## config.mk

```make
export PLATFORM = sky130hd
export DESIGN_NAME = gpo_blink
export DESIGN_NICKNAME = d
export VERILOG_FILES = /design/src/rtl/gpo_blink.sv
export SDC_FILE = /design/constraint.sdc
export NUM_CORES = 1
export LEC_CHECK = 0
export CORE_MARGIN = 5
export CORE_UTILIZATION = 50
export CTS_CLUSTER_DIAMETER = 200
export CTS_CLUSTER_SIZE = 28
export DETAILED_ROUTE_END_ITERATION = 12
export PLACE_DENSITY_LB_ADDON = 0.08
export SYNTH_ARGS = -nofsm -noshare
export SYNTH_HDL_FRONTEND = slang
export SYNTH_SLANG_ARGS = --single-unit
export TNS_END_PERCENT = 5
```

## constraint.sdc

```tcl
create_clock -name clk -period 5.4 [get_ports clk]
set_clock_uncertainty 0.2 [all_clocks]
set_input_delay 1.62 -clock clk [delete_from_list [all_inputs] [get_ports clk]]
set_output_delay 1.62 -clock clk [all_outputs]
set_load 0.05 [all_outputs]
```

## src/rtl/gpo_blink.sv

```systemverilog
// gpo_blink: general-purpose output slot with atomic set/clear/toggle
// access and a free-running blink engine that gates selected bits.
//
// Ports:
//   clk      system clock, rising edge
//   reset    asynchronous active-low reset
//   cs       slot chip select
//   read     read strobe (reads have no side effects)
//   write    write strobe, effective when cs && write
//   addr     register index
//   wr_data  write data, bits above W ignored
//   rd_data  combinational read data, zero-extended
//   data_out registered output pins
module gpo_blink #(
    parameter int W = 8
) (
    input  logic         clk,
    input  logic         reset,
    input  logic         cs,
    input  logic         read,
    input  logic         write,
    input  logic [4:0]   addr,
    input  logic [31:0]  wr_data,
    output logic [31:0]  rd_data,
    output logic [W-1:0] data_out
);

    localparam logic [4:0] A_DATA   = 5'd0;
    localparam logic [4:0] A_SET    = 5'd1;
    localparam logic [4:0] A_CLR    = 5'd2;
    localparam logic [4:0] A_TGL    = 5'd3;
    localparam logic [4:0] A_BEN    = 5'd4;
    localparam logic [4:0] A_PERIOD = 5'd5;
    localparam logic [4:0] A_STATUS = 5'd6;

    logic [W-1:0] data_reg;
    logic [W-1:0] data_nxt;
    logic [W-1:0] blink_en;
    logic [31:0]  period;
    logic [31:0]  cnt;
    logic         phase;

    logic         we;
    logic [W-1:0] wdat;
    logic         period_wr;
    logic         expire;
    logic         unused_ok;

    assign we        = cs & write;
    assign wdat      = wr_data[W-1:0];
    assign period_wr = we && (addr == A_PERIOD);
    assign expire    = (period != 32'd0) && (cnt == period - 32'd1);

    // Strobe and high write bits carry no information for this core.
    assign unused_ok = ^{read, wr_data};

    always_comb begin
        data_nxt = data_reg;
        if (we) begin
            unique case (addr)
                A_DATA:  data_nxt = wdat;
                A_SET:   data_nxt = data_reg | wdat;
                A_CLR:   data_nxt = data_reg & ~wdat;
                A_TGL:   data_nxt = data_reg ^ wdat;
                default: data_nxt = data_reg;
            endcase
        end
    end

    always_ff @(posedge clk or negedge reset) begin
        if (!reset) begin
            data_reg <= '0;
        end else begin
            data_reg <= data_nxt;
        end
    end

    always_ff @(posedge clk or negedge reset) begin
        if (!reset) begin
            blink_en <= '0;
        end else if (we && (addr == A_BEN)) begin
            blink_en <= wdat;
        end
    end

    // A period write restarts the half-period with phase high and
    // wins over an expiry landing on the same edge.
    always_ff @(posedge clk or negedge reset) begin
        if (!reset) begin
            period <= 32'd0;
            cnt    <= 32'd0;
            phase  <= 1'b1;
        end else if (period_wr) begin
            period <= wr_data;
            cnt    <= 32'd0;
            phase  <= 1'b1;
        end else if (period == 32'd0) begin
            cnt    <= 32'd0;
            phase  <= 1'b1;
        end else if (expire) begin
            cnt    <= 32'd0;
            phase  <= ~phase;
        end else begin
            cnt    <= cnt + 32'd1;
        end
    end

    // Blinking bits are forced low during the low phase.
    always_ff @(posedge clk or negedge reset) begin
        if (!reset) begin
            data_out <= '0;
        end else begin
            data_out <= (data_reg & ~blink_en)
                      | (data_reg & blink_en & {W{phase}});
        end
    end

    always_comb begin
        rd_data = 32'd0;
        unique case (addr)
            A_DATA:   rd_data = 32'(data_reg);
            A_BEN:    rd_data = 32'(blink_en);
            A_PERIOD: rd_data = period;
            A_STATUS: rd_data = {31'd0, phase};
            default:  rd_data = 32'd0;
        endcase
    end

endmodule

```

==> key figures <==
GRT
  – Total track usage: 0.219
  – First-pass GRT wire length: roughly 23000 microns
  – Vias in the first global route: about 4700
  – Largest net degree at the start of global routing: 75
  – Antenna violations before repair: 0
  – Grt ovf: 0

CTS
  – Num CTS Buffers: 9
  – Post-CTS Resized: 0
  – CTS sink count: just under 90
  – Post-CTS Setup Bufs: 0
  – Root Buffer: clkbuf_16
  – Clk Latency, worst-skew pair: roughly 350 ps
  – Clock slew at reported path FFs: 60 ps
  – Maximum clock insertion buffer count: 2
  – H-tree levels: 3
  – TritonCTS clock tree: built
  – CTS Hold Bufs: 0

Synth
  – Post-synth EDFFs: 0
  – FFs w/ async S/R, synth: 1.00
  – Avg Inst Size Synth: 9.81 sq um
  – Mapped Area: 5700 sq um
  – Sequential fraction of the synthesis area: 0.391
  – #FFs+latches synth: 89
  – Synth cell types: 58
  – Synth Net Count: ~640
  – Mapped Cells: a little under 600
  – Ys Warns: 0
  – Most common flop cell mapped by yosys: dfrtp_1

STA
  – Sum Neg Setup Slack: 0 ps
  – Hold slack: around 270 ps
  – PnR worst setup slack: 247 ps
  – Final Hold Viols: 0
  – Slew HR: 0.372
  – Fmax: between 150 and 200 MHz
  – RSZ-0062 raised after global routing: no
  – Final period utilization: 0.954
  – Count of pins over their slew limit: 0
  – Actual slew at the worst max-slew pin: around 940 ps
  – Crit path time final: around 5200 ps
  – Final setup viols: 0

Cells and area
  – Layout area overhead: 26.7%
  – Reg area: approximately 2200 sq um
  – Largest registers in the final layout: cnt (32), period (32)
  – Area of the multi-input gates: 3200 sq um
  – Diode count: 0
  – Fill cells: roughly 900
  – Share of layout cells above drive strength 1: 0.183
  – NumNets Final: slightly above 700

Floorplanning
  – Core area: between 10000 and 15000 sq um
  – Die ar.: about 14000 sq um
  – Initial Util: 0.506
  – Die width: approximately 120 microns
  – IO Count: 82
  – Die Y: 117 microns
  – Rows: 39

Routing
  – WL per Instance: about 18 microns
  – DRC Markers: 0
  – Vias: between 4000 and 5000
  – Vias/cell: 5.70
  – WL final: 14000 microns
  – First-pass iteration count of the detailed router: 4
  – DR iter-0 viols: 216
  – Post-route ant nets: 0

Placement
  – # port buffers: 80
  – Placer Congestion: about 0.85
  – Pre-CTS setup slack: ~250 ps
  – Placed wire-length estimate: just over 10000 microns

Setup path
  – Crit Path Max Fanout: 8
  – Reg2reg setup slack: 1250 ps
  – RR Endpoint: cnt[12]
  – WP data required: between 3000 and 4000 ps
  – CP startpoint kind: primary input
  – WP data arrival: roughly 3300 ps
  – FF-to-FF Start: period[4]
  – Crit path capture type: output pin
  – R2R cell count: 9
  – Crit Path Class: primary input to output pin

Power and ir drop
  – Leakage: 2.97 nW
  – Cell area power density: approximately 330 nW/um^2
  – IR Drop Worst-Case VDD: between 150 and 200 uV

Status
  – Status: complete, no violations

Min path
  – Hold_sp: blink_en[3]
  – Worst min-delay path class: flip-flop to flip-flop
  – Hold Path Sink: data_out[3]
  – Hold path depth: 1

Run
  – Max cap viols: 0
[worst max path at each step]
stage                        from         end
after global routing      addr[3]  rd_data[3]
after global placement    addr[3]  rd_data[7]
after detailed placement  addr[3]  rd_data[7]
after CTS                 addr[3]  rd_data[3]
final                     addr[3]  rd_data[3]
after floorplan           addr[3]  rd_data[0]
[metrics by stage]
stage	power (mW)	instances	area (sq um)	utilization
2_1_floorplan	1.53	581	5700	-
3_3_place_gp	1.73	780	6940	0.615
3_5_place_dp	1.76	780	6940	0.615
4_1_cts	2.39	795	7220	0.641
5_1_grt	2.53	795	7220	0.641
6_report	2.37	795	7220	0.641
[critical path, stage by stage]
cell and delay [ps]:
clkdlybuf4s50_1 410, or4_1 560, buf_4 190, o21ai_0 360
buf_12 190
[cells in the mapped netlist (2+ instances only)]
cell,instances,area [sq um]
buf_1,4,15.0
nor2_1,25,93.8
xor2_1,28,245
o41ai_1,2,17.5
and2_1,26,163
mux2_2,38,428
buf_4,4,30.0
a211oi_1,4,30.0
or2_2,5,31.3
o31ai_1,3,22.5
inv_1,32,120
ha_1,18,225
nand4_1,11,68.8
a31oi_1,2,12.5
or4_1,4,30.0
a21oi_1,11,55.1
nor3b_1,3,22.5
and3_1,5,31.3
clkbuf_1,22,82.6
nand3_1,21,105
buf_2,4,20.0
dfrtp_1,88,2200
nor3_1,46,230
and4_1,7,61.3
o21ai_0,25,125
mux2i_1,9,90.1
mux4_2,8,180
xnor2_1,44,385
nor4b_1,2,17.5
a32oi_1,2,17.5
nand2_1,37,139
or3_1,3,18.8
nor4_1,7,43.8
nand3b_1,2,15.0
and4b_1,2,20.0
nand4b_1,3,26.3
nor4_4,3,63.8
[where the power goes]
part / switching [mW] / leakage (nW) / internal [mW]
Clock: 0.264 / 0.142 / 0.356
Combinational: 0.378 / 1.72 / 0.355
Sequential: 0.209 / 1.11 / 0.810
Total: 0.852 / 2.97 / 1.52
[routing by layer]
metal  wire length (microns)  GRT usage
met1                    6280      0.289
met2                    6550      0.353
met3                     743     0.0478
met4                     384     0.0902
met5                       0          0
[cell families (layout without fill, tap and decap cells)]
logic type	after synthesis	count (layout)	share of synthesized area
compound gates	59	59	0.0634
xor+xnor	72	72	0.111
fa+ha+maj	18	18	0.0395
buf+inv	66	137	0.0470
flops	89	89	0.391
mux	55	55	0.122
simple gates	222	222	0.226
[cells in the final DEF (no fill, tap or decap), types with 3 or more instances in the layout]
master | netlist | routed
nor3b_1 | 3 | 3
nor4_1 | 7 | 7
or3_1 | 3 | 3
mux2_2 | 38 | 38
ha_1 | 18 | 18
nand4_1 | 11 | 11
and4_1 | 7 | 7
nand3_1 | 21 | 21
xnor2_1 | 44 | 44
mux2i_1 | 9 | 9
a21oi_1 | 11 | 11
nor3_1 | 46 | 46
dfrtp_1 | 88 | 88
a211oi_1 | 4 | 4
buf_12 | 0 | 33
clkdlybuf4s50_1 | 0 | 47
buf_4 | 4 | 10
nor2_1 | 25 | 25
or2_2 | 5 | 5
xor2_1 | 28 | 28
o31ai_1 | 3 | 3
and2_1 | 26 | 26
nand4b_1 | 3 | 3
inv_1 | 32 | 32
clkbuf_16 | 0 | 9
or4_1 | 4 | 4
nand2_1 | 37 | 37
o21ai_0 | 25 | 25
mux4_2 | 8 | 8
nor4_4 | 3 | 3
and3_1 | 5 | 5
[area by class of cell]
cell class                 instances  share of cell area
multi-input combinational        426               0.444
sequential                        89               0.308
timing repair buffer              90               0.167
clock buffer                      10              0.0317
tap                              143              0.0248
inverter                          32              0.0166
clock inverter                     5             0.00797
No activity file was read; power rests on OpenSTA's default activity.
